[src/rtl/shift_seq_ctrl_if.sv]
// Request/result bundle for the iterative shift/rotate controller.
// master drives the request, slave is the shifter.
interface shift_seq_ctrl_if #(
  parameter int WIDTH = 16,
  parameter int CNT_W = 4
);
  logic             start;
  logic [1:0]       op;
  logic [WIDTH-1:0] in;
  logic [CNT_W-1:0] cnt;
  logic             busy;
  logic             done;
  logic [WIDTH-1:0] out;

  modport master (output start, output op, output in, output cnt,
                  input  busy,  input  done, input  out);
  modport slave  (input  start, input  op,  input  in,  input  cnt,
                  output busy,  output done, output out);
endinterface

[src/rtl/shift_seq_ctrl.sv]
// Iterative shifter: one power-of-two stage per cycle (8,4,2,1), done pulse at the end.
// Define SHIFT_SEQ_SKIP_EN to skip stages whose count bit is clear.
module shift_seq_ctrl #(
  parameter int WIDTH = 16,
  parameter int CNT_W = 4
) (
  input  logic                  clk,
  input  logic                  rst,
  shift_seq_ctrl_if.slave       bus
);
  localparam int KW = (CNT_W > 1) ? $clog2(CNT_W) : 1;
  localparam logic [KW-1:0] K_TOP = KW'(CNT_W - 1);

  typedef enum logic [1:0] {
    ST_IDLE = 2'd0,
    ST_STG  = 2'd1,
    ST_DONE = 2'd2
  } state_t;

  state_t           state_q, state_d;
  logic [KW-1:0]    k_q, k_d;
  logic [WIDTH-1:0] acc_q, acc_d;
  logic [1:0]       op_q, op_d;
  logic [CNT_W-1:0] cnt_q, cnt_d;
  logic [WIDTH-1:0] out_q, out_d;
  logic             busy_q, done_q;

  function automatic logic [WIDTH-1:0] shift_stage(input logic [WIDTH-1:0] a,
                                                   input logic [1:0]       o,
                                                   input logic [KW-1:0]    k);
    int unsigned d;
    logic [WIDTH-1:0] r;
    d = 32'd1 << k;
    case (o)
      2'b00:   r = (a << d) | (a >> (32'(WIDTH) - d));
      2'b01:   r = a << d;
      2'b10:   r = (a >> d) | (a << (32'(WIDTH) - d));
      2'b11:   r = a >> d;
      default: r = a;
    endcase
    return r;
  endfunction

`ifdef SHIFT_SEQ_SKIP_EN
  // Highest set bit of c strictly below lim; MSB of the result flags "found".
  function automatic logic [KW:0] next_set(input logic [CNT_W-1:0] c, input int lim);
    logic [KW:0] r;
    r = '0;
    for (int i = 0; i < CNT_W; i++) begin
      r = (i < lim && c[i]) ? {1'b1, KW'(i)} : r;
    end
    return r;
  endfunction

  logic [KW:0] idle_nxt_s, stg_nxt_s;
  assign idle_nxt_s = next_set(bus.cnt, CNT_W);
  assign stg_nxt_s  = next_set(cnt_q, int'(k_q));
`endif

  // Next-state and datapath update.
  always_comb begin
    state_d = state_q;
    k_d     = k_q;
    acc_d   = acc_q;
    op_d    = op_q;
    cnt_d   = cnt_q;
    out_d   = out_q;
    case (state_q)
      ST_IDLE: begin
        if (bus.start) begin
          acc_d = bus.in;
          op_d  = bus.op;
          cnt_d = bus.cnt;
`ifdef SHIFT_SEQ_SKIP_EN
          if (idle_nxt_s[KW]) begin
            state_d = ST_STG;
            k_d     = idle_nxt_s[KW-1:0];
          end else begin
            state_d = ST_DONE;
            out_d   = bus.in;
          end
`else
          state_d = ST_STG;
          k_d     = K_TOP;
`endif
        end else begin
          state_d = ST_IDLE;
        end
      end
      ST_STG: begin
        if (cnt_q[k_q]) begin
          acc_d = shift_stage(acc_q, op_q, k_q);
        end else begin
          acc_d = acc_q;
        end
`ifdef SHIFT_SEQ_SKIP_EN
        if (stg_nxt_s[KW]) begin
          k_d = stg_nxt_s[KW-1:0];
        end else begin
          state_d = ST_DONE;
          out_d   = acc_d;
        end
`else
        if (k_q == '0) begin
          state_d = ST_DONE;
          out_d   = acc_d;
        end else begin
          k_d = k_q - KW'(1'b1);
        end
`endif
      end
      ST_DONE: state_d = ST_IDLE;
      default: state_d = ST_IDLE;
    endcase
  end

  // State and datapath registers; busy/done registered from the next state.
  always_ff @(posedge clk) begin
    if (rst) begin
      state_q <= ST_IDLE;
      k_q     <= '0;
      acc_q   <= '0;
      op_q    <= 2'b00;
      cnt_q   <= '0;
      out_q   <= '0;
      busy_q  <= 1'b0;
      done_q  <= 1'b0;
    end else begin
      state_q <= state_d;
      k_q     <= k_d;
      acc_q   <= acc_d;
      op_q    <= op_d;
      cnt_q   <= cnt_d;
      out_q   <= out_d;
      busy_q  <= (state_d != ST_IDLE);
      done_q  <= (state_d == ST_DONE);
    end
  end

  assign bus.busy = busy_q;
  assign bus.done = done_q;
  assign bus.out  = out_q;
endmodule

[src/flat_wrapper.sv]
// flat-port wrapper written by rule: the top's interface ports become plain ports
module shift_seq_ctrl_flat 
#(
  parameter int WIDTH = 16,
  parameter int CNT_W = 4
)
  (clk, rst, bus_start, bus_op, bus_in, bus_cnt, bus_busy, bus_done, bus_out);
  shift_seq_ctrl_if #(.WIDTH(WIDTH), .CNT_W(CNT_W)) bus_i ();
  input  logic clk;
  input  logic rst;
  input wire logic [$bits(bus_i.start)-1:0] bus_start;
  input wire logic [$bits(bus_i.op)-1:0] bus_op;
  input wire logic [$bits(bus_i.in)-1:0] bus_in;
  input wire logic [$bits(bus_i.cnt)-1:0] bus_cnt;
  output wire logic [$bits(bus_i.busy)-1:0] bus_busy;
  output wire logic [$bits(bus_i.done)-1:0] bus_done;
  output wire logic [$bits(bus_i.out)-1:0] bus_out;
  assign bus_i.start = bus_start;
  assign bus_i.op = bus_op;
  assign bus_i.in = bus_in;
  assign bus_i.cnt = bus_cnt;
  assign bus_busy = bus_i.busy;
  assign bus_done = bus_i.done;
  assign bus_out = bus_i.out;
  shift_seq_ctrl #(.WIDTH(WIDTH), .CNT_W(CNT_W)) u_core (.clk(clk), .rst(rst), .bus(bus_i));
endmodule
[config.mk]
export PLATFORM = sky130hd
export DESIGN_NAME = shift_seq_ctrl_flat
export DESIGN_NICKNAME = d
export VERILOG_FILES = /design/src/rtl/shift_seq_ctrl_if.sv /design/src/rtl/shift_seq_ctrl.sv /design/src/flat_wrapper.sv
export SDC_FILE = /design/constraint.sdc
export NUM_CORES = 1
export LEC_CHECK = 0
export CORE_UTILIZATION = 25
export DETAILED_ROUTE_END_ITERATION = 16
export GPL_TIMING_DRIVEN = 0
export HOLD_SLACK_MARGIN = 0.12
export SETUP_SLACK_MARGIN = 0.3
export SYNTH_ARGS = -nofsm -noshare
export SYNTH_HDL_FRONTEND = slang
export SYNTH_SLANG_ARGS = --single-unit
[constraint.sdc]
create_clock -name clk -period 6.7 [get_ports clk]
set_input_delay 1.675 -clock clk [delete_from_list [all_inputs] [get_ports clk]]
set_output_delay 1.675 -clock clk [all_outputs]
set_load 0.005 [all_outputs]
==> results of run 1 <==
-- power by group through the flow --
stage	combinational, mW	clock, mW	sequential, mW
floorplan	0.361	0	0.301
global placement	0.540	0	0.306
detailed placement	0.534	0	0.307
CTS	0.536	0.291	0.301
global route	0.580	0.298	0.304
finish	0.556	0.287	0.303
-- registers in the layout (all words and copies together), names as in the netlist --
name / flops
u_core.bus.busy: 1
u_core.op_q: 2
u_core.bus.done: 1
u_core.acc_q: 16
u_core.bus.out: 16
u_core.k_q: 2
u_core.state_q: 2
u_core.cnt_q: 4
-- how the worst min path moves through the flow --
stage	end	slack [ns]
6_report	u_core.bus.out[13]$_SDFFE_PP0P_	0.46
3_3_place_gp	u_core.bus.out[8]$_SDFFE_PP0P_	0.44
4_1_cts	u_core.bus.out[7]$_SDFFE_PP0P_	0.46
3_5_place_dp	u_core.bus.out[7]$_SDFFE_PP0P_	0.45
5_1_grt	u_core.bus.out[13]$_SDFFE_PP0P_	0.47
2_1_floorplan	u_core.cnt_q[3]$_SDFFE_PP0P_	0.44
-- synthesized netlist by cell type, types with 4 or more instances --
master,n
nand2_1,46
dfxtp_1,44
a21oi_1,37
nor2_1,37
clkbuf_1,35
o21ai_0,25
mux2i_1,23
mux4_2,22
o22ai_1,15
nand2b_1,14
nor2b_1,14
inv_1,12
mux2_2,11
a22oi_1,10
buf_2,10
o211ai_1,10
nor3_1,9
a211oi_1,8
nand3_1,8
mux4_1,7
ha_1,6
a31oi_1,5
buf_4,5
a211o_1,4
nand3b_1,4
or2_2,4
-- through the flow --
step / std cells / hold slack, ns
detailed placement: 746 / 0.449
CTS: 754 / 0.462
floorplan: 489 / 0.443
global route: 754 / 0.474
finish: 754 / 0.460
global placement: 746 / 0.442
-- layer usage --
metal  track usage (%)  routed length [um]  up-vias
met5                 0                   0        -
met1              28.8                7440     2195
met3              3.03                1640       54
li1                  -                   -     1952
met2              33.8                8010      317
met4              10.3                 785        0
-- area by class of cell --
cell class	count	area [sq um]
inverter	13	48.8
buffer	55	270
fill	1698	11000
multi-input combinational	377	2910
timing repair buffer	41	410
clock buffer	5	125
sequential	44	881
tap	216	270
clock inverter	3	46.3
-- cells by family after synthesis --
logic type	share of synthesized area, %
multiplexers	25.5
buffers and inverters	7.77
AO/OA/AOI/OAI	25.6
adder cells (fa/ha/maj)	1.83
flip-flops	21.4
XOR/XNOR	0.213
AND/OR/NAND/NOR	17.6
-- worst register-to-register path, cell delays in order (launching register included) --
cell and delay (ns):
dfxtp_1 0.46, inv_1 0.13, ha_1 0.19, buf_4 0.18
inv_1 0.27, buf_1 0.56, ha_1 0.36, buf_2 0.20
or2_2 0.29, clkbuf_1 0.21, o32ai_1 0.33, o2bb2ai_1 0.12
o211ai_1 0.44, a222oi_1 0.19, nor2_1 0.12
==> metrics, run 1 <==
#FFs+latches synth=44; Slew Limit Fails=0; CP Buf/Inv Count=6; Worst Setup Path Type=reg2reg; Clock Path Buffers=2; Routed Wire Length=~18000 um; post-cts gate resize count=0; number of primary I/O pins=43; area grow syn2layout=20.7%; drt via density=around 6; H-tree depth=2; vias in the first global route=4319; CP Depth=14; pwr/cell area=roughly 230 nW/um^2; GRT Util Overall=between 20% and 30%; post-CTS setup buffer count=0; Top FF cell, synth=dfxtp_1; Reg-to-Reg Start=u_core.k_q[1]$_SDFFE_PP0P_; synthesized area=approximately 4100 sq um; max frequency=~240 MHz; global route total overflow=0; Peak VDD IR=0.138 mV; post-synth cell types=64; CP Data Arrival Time=approximately 4.3 ns; final worst-path cycle share=about 60%; Reg2Reg Depth=14; Crit path max-delay family=buffers and inverters; initial antenna violation count=0; Sink Count=44; vias=around 4500; Min-Delay Path Class=reg2reg; Chip Width=~130 um; worst r2r dst=u_core.acc_q[12]$_SDFFE_PP0P_; GPL Wtd Cong=around 1.0; # port buffers=41; CTS buffer count=5; final setup margin=around 2.6 ns; register share of total power=about a quarter; unrepaired setup endpoints after global routing=no; initial DRC count=between 500 and 600; crit path to=u_core.acc_q[12]$_SDFFE_PP0P_; DR pass1 iterations=5; endpoint class of the critical path=flop; layout cells sized above 1=between 10 and 15%; Sw Pwr=465 uW; die area=roughly 17000 sq um; Lkg Pwr=approximately 1.7 nW; slowest CP cell=buf_1; asr flop ratio synth=0%; final net count=between 500 and 600; CP Launch Point=u_core.k_q[1]$_SDFFE_PP0P_; top cell type's share of synthesized area=between 20% and 30%; Yosys warning count=0; dpl ws=between 2 and 3 ns; area leader, netlist=dfxtp_1; R2R Setup Slk=2.59 ns; crit path launch type=flop; endpoints failing hold=0; global-route wire length before repair=approximately 27000 um; worst skew pair latency=a little under 0.3 ns; worst path cell trace=inv_1 -> ha_1 -> buf_4 -> inv_1 -> buf_1 -> ha_1 -> buf_2 -> or2_2 -> clkbuf_1 -> o32ai_1 -> o2bb2ai_1 -> o211ai_1 -> a222oi_1 -> nor2_1; TNS Setup=0 ns; Post-Syn Area per Cell=between 8 and 9 sq um; Clk pwr share=25.0%; commonest non-fill, non-tap cell in the layout=nand2_1; # DRC=0; post-route ant nets=0; CTS tree=yes; minimum clock period after layout=~4.1 ns; switch share=around two fifths; Routed WL per cell=23.7 um; initial cell density of the core=between 20% and 30%; CP Max Fanout=10; Die Span Y=approximately 130 um; post-DP HPWL=approximately 13000 um; actual slew at the worst max-slew pin=between 1 and 1.5 ns; clk slew on worst S/H paths=approximately 0.07 ns; Crit path required time=6.92 ns; syn_nets=520; worst clock skew=slightly below 0.006 ns; hold path startpoint=u_core.bus.out[13]$_SDFFE_PP0P_; cell area after layout=just under 5000 sq um; post-cts hold buffer count=0; Pwr Total=1.15 mW; max incr delay on CP=0.56 ns; Cell Rows=between 40 and 50; internal power=just under 700 uW; max capacitance violation total=0; Core ar.=15900 sq um; EDFF count, synth=0; Synth area leaders=dfxtp_1 21%, mux4_2 12%, mux2i_1 5.6%, a21oi_1 4.5%, mux4_1 4.5%; Setup-failing EPs final=0; largest net degree at the start of global routing=16; Mapped Cells=between 400 and 500; post-synthesis sequential area ratio=~21%; hold depth=2; relative slew slack=between 10% and 20%; status=finished clean; ant diodes=0; Final Core Density=between 30 and 40%; Placed Area=around 4800 sq um; most frequent cells in the layout=46 x nand2_1, 44 x dfxtp_1, 41 x clkdlybuf4s50_1, 37 x nor2_1, 37 x a21oi_1; Comb power frac=about half; Clock Root Buffer=clkbuf_16
Power figures use the tool's default switching activity.
==> inputs of run 2 (changes only) <==
- clock period: 6.7 -> 3.6 ns (I/O delays scaled with it)
==> metrics, run 2 (synthesis gave the netlist of run 1 again) <==
# DRC=0; clk slew on worst S/H paths=~0.070 ns; Routed WL per cell=roughly 24 um; Clock Path Buffers=2; Lkg Pwr=1.79 nW; Clock Root Buffer=clkbuf_16; endpoint class of the critical path=flop; Peak VDD IR=about 0.26 mV; layout cells sized above 1=~15%; final hold slack=around 0.46 ns; vias in the first global route=approximately 4300; final net count=573; status=finished clean; relative slew slack=between 10 and 15%; initial DRC count=between 600 and 700; number of primary I/O pins=43; actual slew at the worst max-slew pin=approximately 1.3 ns; post-DP HPWL=about 13000 um; area grow syn2layout=23.2%; Final Core Density=between 30% and 40%; drt via density=5.99; CTS buffer count=5; Setup-failing EPs final=0; DR pass1 iterations=5; pwr/cell area=approximately 430 nW/um^2; CTS tree=yes; post-route ant nets=0; Cell Rows=46; R2R Setup Slk=0.44 ns; fill count=about 1700; initial cell density of the core=around a quarter; initial antenna violation count=0; GPL Wtd Cong=approximately 1.0; global-route wire length before repair=~27000 um; Core ar.=15900 sq um; commonest non-fill, non-tap cell in the layout=nand2_1; Chip Width=about 130 um; Min-Delay Path Class=reg2reg; max capacitance violation total=0; Slew Limit Fails=0; H-tree depth=2; Routed Wire Length=~18000 um; final worst-path cycle share=between 80% and 90%; endpoints failing hold=0; Die Span Y=between 100 and 150 um; die area=approximately 17000 sq um; Sink Count=44; # port buffers=a little over 40; CP Data Arrival Time=between 3 and 4 ns; cell area after layout=5060 sq um; ant diodes=0; minimum clock period after layout=between 3 and 4 ns; crit path launch type=flop; vias=4548; most frequent cells in the layout=46 x nand2_1, 42 x dfxtp_1, 41 x clkdlybuf4s50_1, 37 x nor2_1, 37 x a21oi_1; unrepaired setup endpoints after global routing=no; max frequency=~320 MHz; Crit path required time=3.82 ns; CP Max Fanout=10; GRT Util Overall=21.5%; worst clock skew=between 0.005 and 0.006 ns; global route total overflow=0; Placed Area=4790 sq um; largest net degree at the start of global routing=16; worst skew pair latency=just under 0.3 ns; Worst Setup Path Type=reg2reg
[run 2: metrics by stage]
stage | setup WS [ns] | power [mW] | setup TNS (ns) | cells
6_report | 0.438 | 2.17 | 0 | 759
3_3_place_gp | -0.378 | 1.57 | -2.65 | 746
5_1_grt | 0.312 | 2.24 | 0 | 759
2_1_floorplan | 0.508 | 1.23 | 0 | 489
4_1_cts | 0.325 | 2.12 | 0 | 756
3_5_place_dp | -0.346 | 1.56 | -2.28 | 746
[run 2: layout make-up]
class | count | area (sq um) | share of cell area [%]
Multi-Input combinational cell | 377 | 2930 | 57.8
Buffer | 55 | 307 | 6.06
Clock buffer | 5 | 125 | 2.47
Timing Repair Buffer | 46 | 448 | 8.85
Sequential cell | 44 | 888 | 17.5
Inverter | 13 | 52.6 | 1.04
Tap cell | 216 | 270 | 5.34
Clock inverter | 3 | 46.3 | 0.914
[run 2: metal layers]
metal / vias to the layer above / wire (um) / global-route usage [%]
met1: 2200 / 7480 / 29.0
li1: 1963 / - / -
met2: 322 / 7930 / 33.5
met5: - / 0 / 0
met3: 63 / 1620 / 3.24
met4: 0 / 876 / 10.4
[run 2: where the power goes]
part | internal, mW | leakage, nW | switching [mW]
combinational | 0.441 | 1.35 | 0.634
sequential | 0.527 | 0.361 | 0.0359
clock | 0.330 | 0.0804 | 0.205
total | 1.30 | 1.79 | 0.876
[run 2: worst max-delay path, stage by stage (launching register included)]
cell and delay (ns):
dfxtp_4 0.37, inv_1 0.11, ha_1 0.17, buf_6 0.11, buf_12 0.14, buf_12 0.15, inv_2 0.06, ha_1 0.29
buf_4 0.18, or2_2 0.27, buf_2 0.18, o31a_1 0.31, a221oi_2 0.27, or4_4 0.19, o211ai_1 0.09, a21oi_1 0.18
[run 2: what timing repair did]
action | 4_1_cts | 5_1_grt
pin swaps | 1 | 1
setup endpoints to repair | 24 | 13
setup buffers | 2 | 3
resized for setup | 15 | 8
hold buffers | 0 | 0
[run 2: final timing paths]
path,startpoint,endpoint,cells after the start
max,u_core.k_q[1]$_SDFFE_PP0P_,u_core.acc_q[13]$_SDFFE_PP0P_,15
min,u_core.bus.out[13]$_SDFFE_PP0P_,u_core.bus.out[13]$_SDFFE_PP0P_,2
max reg2reg,u_core.k_q[1]$_SDFFE_PP0P_,u_core.acc_q[13]$_SDFFE_PP0P_,15
min reg2reg,u_core.bus.out[13]$_SDFFE_PP0P_,u_core.bus.out[13]$_SDFFE_PP0P_,2
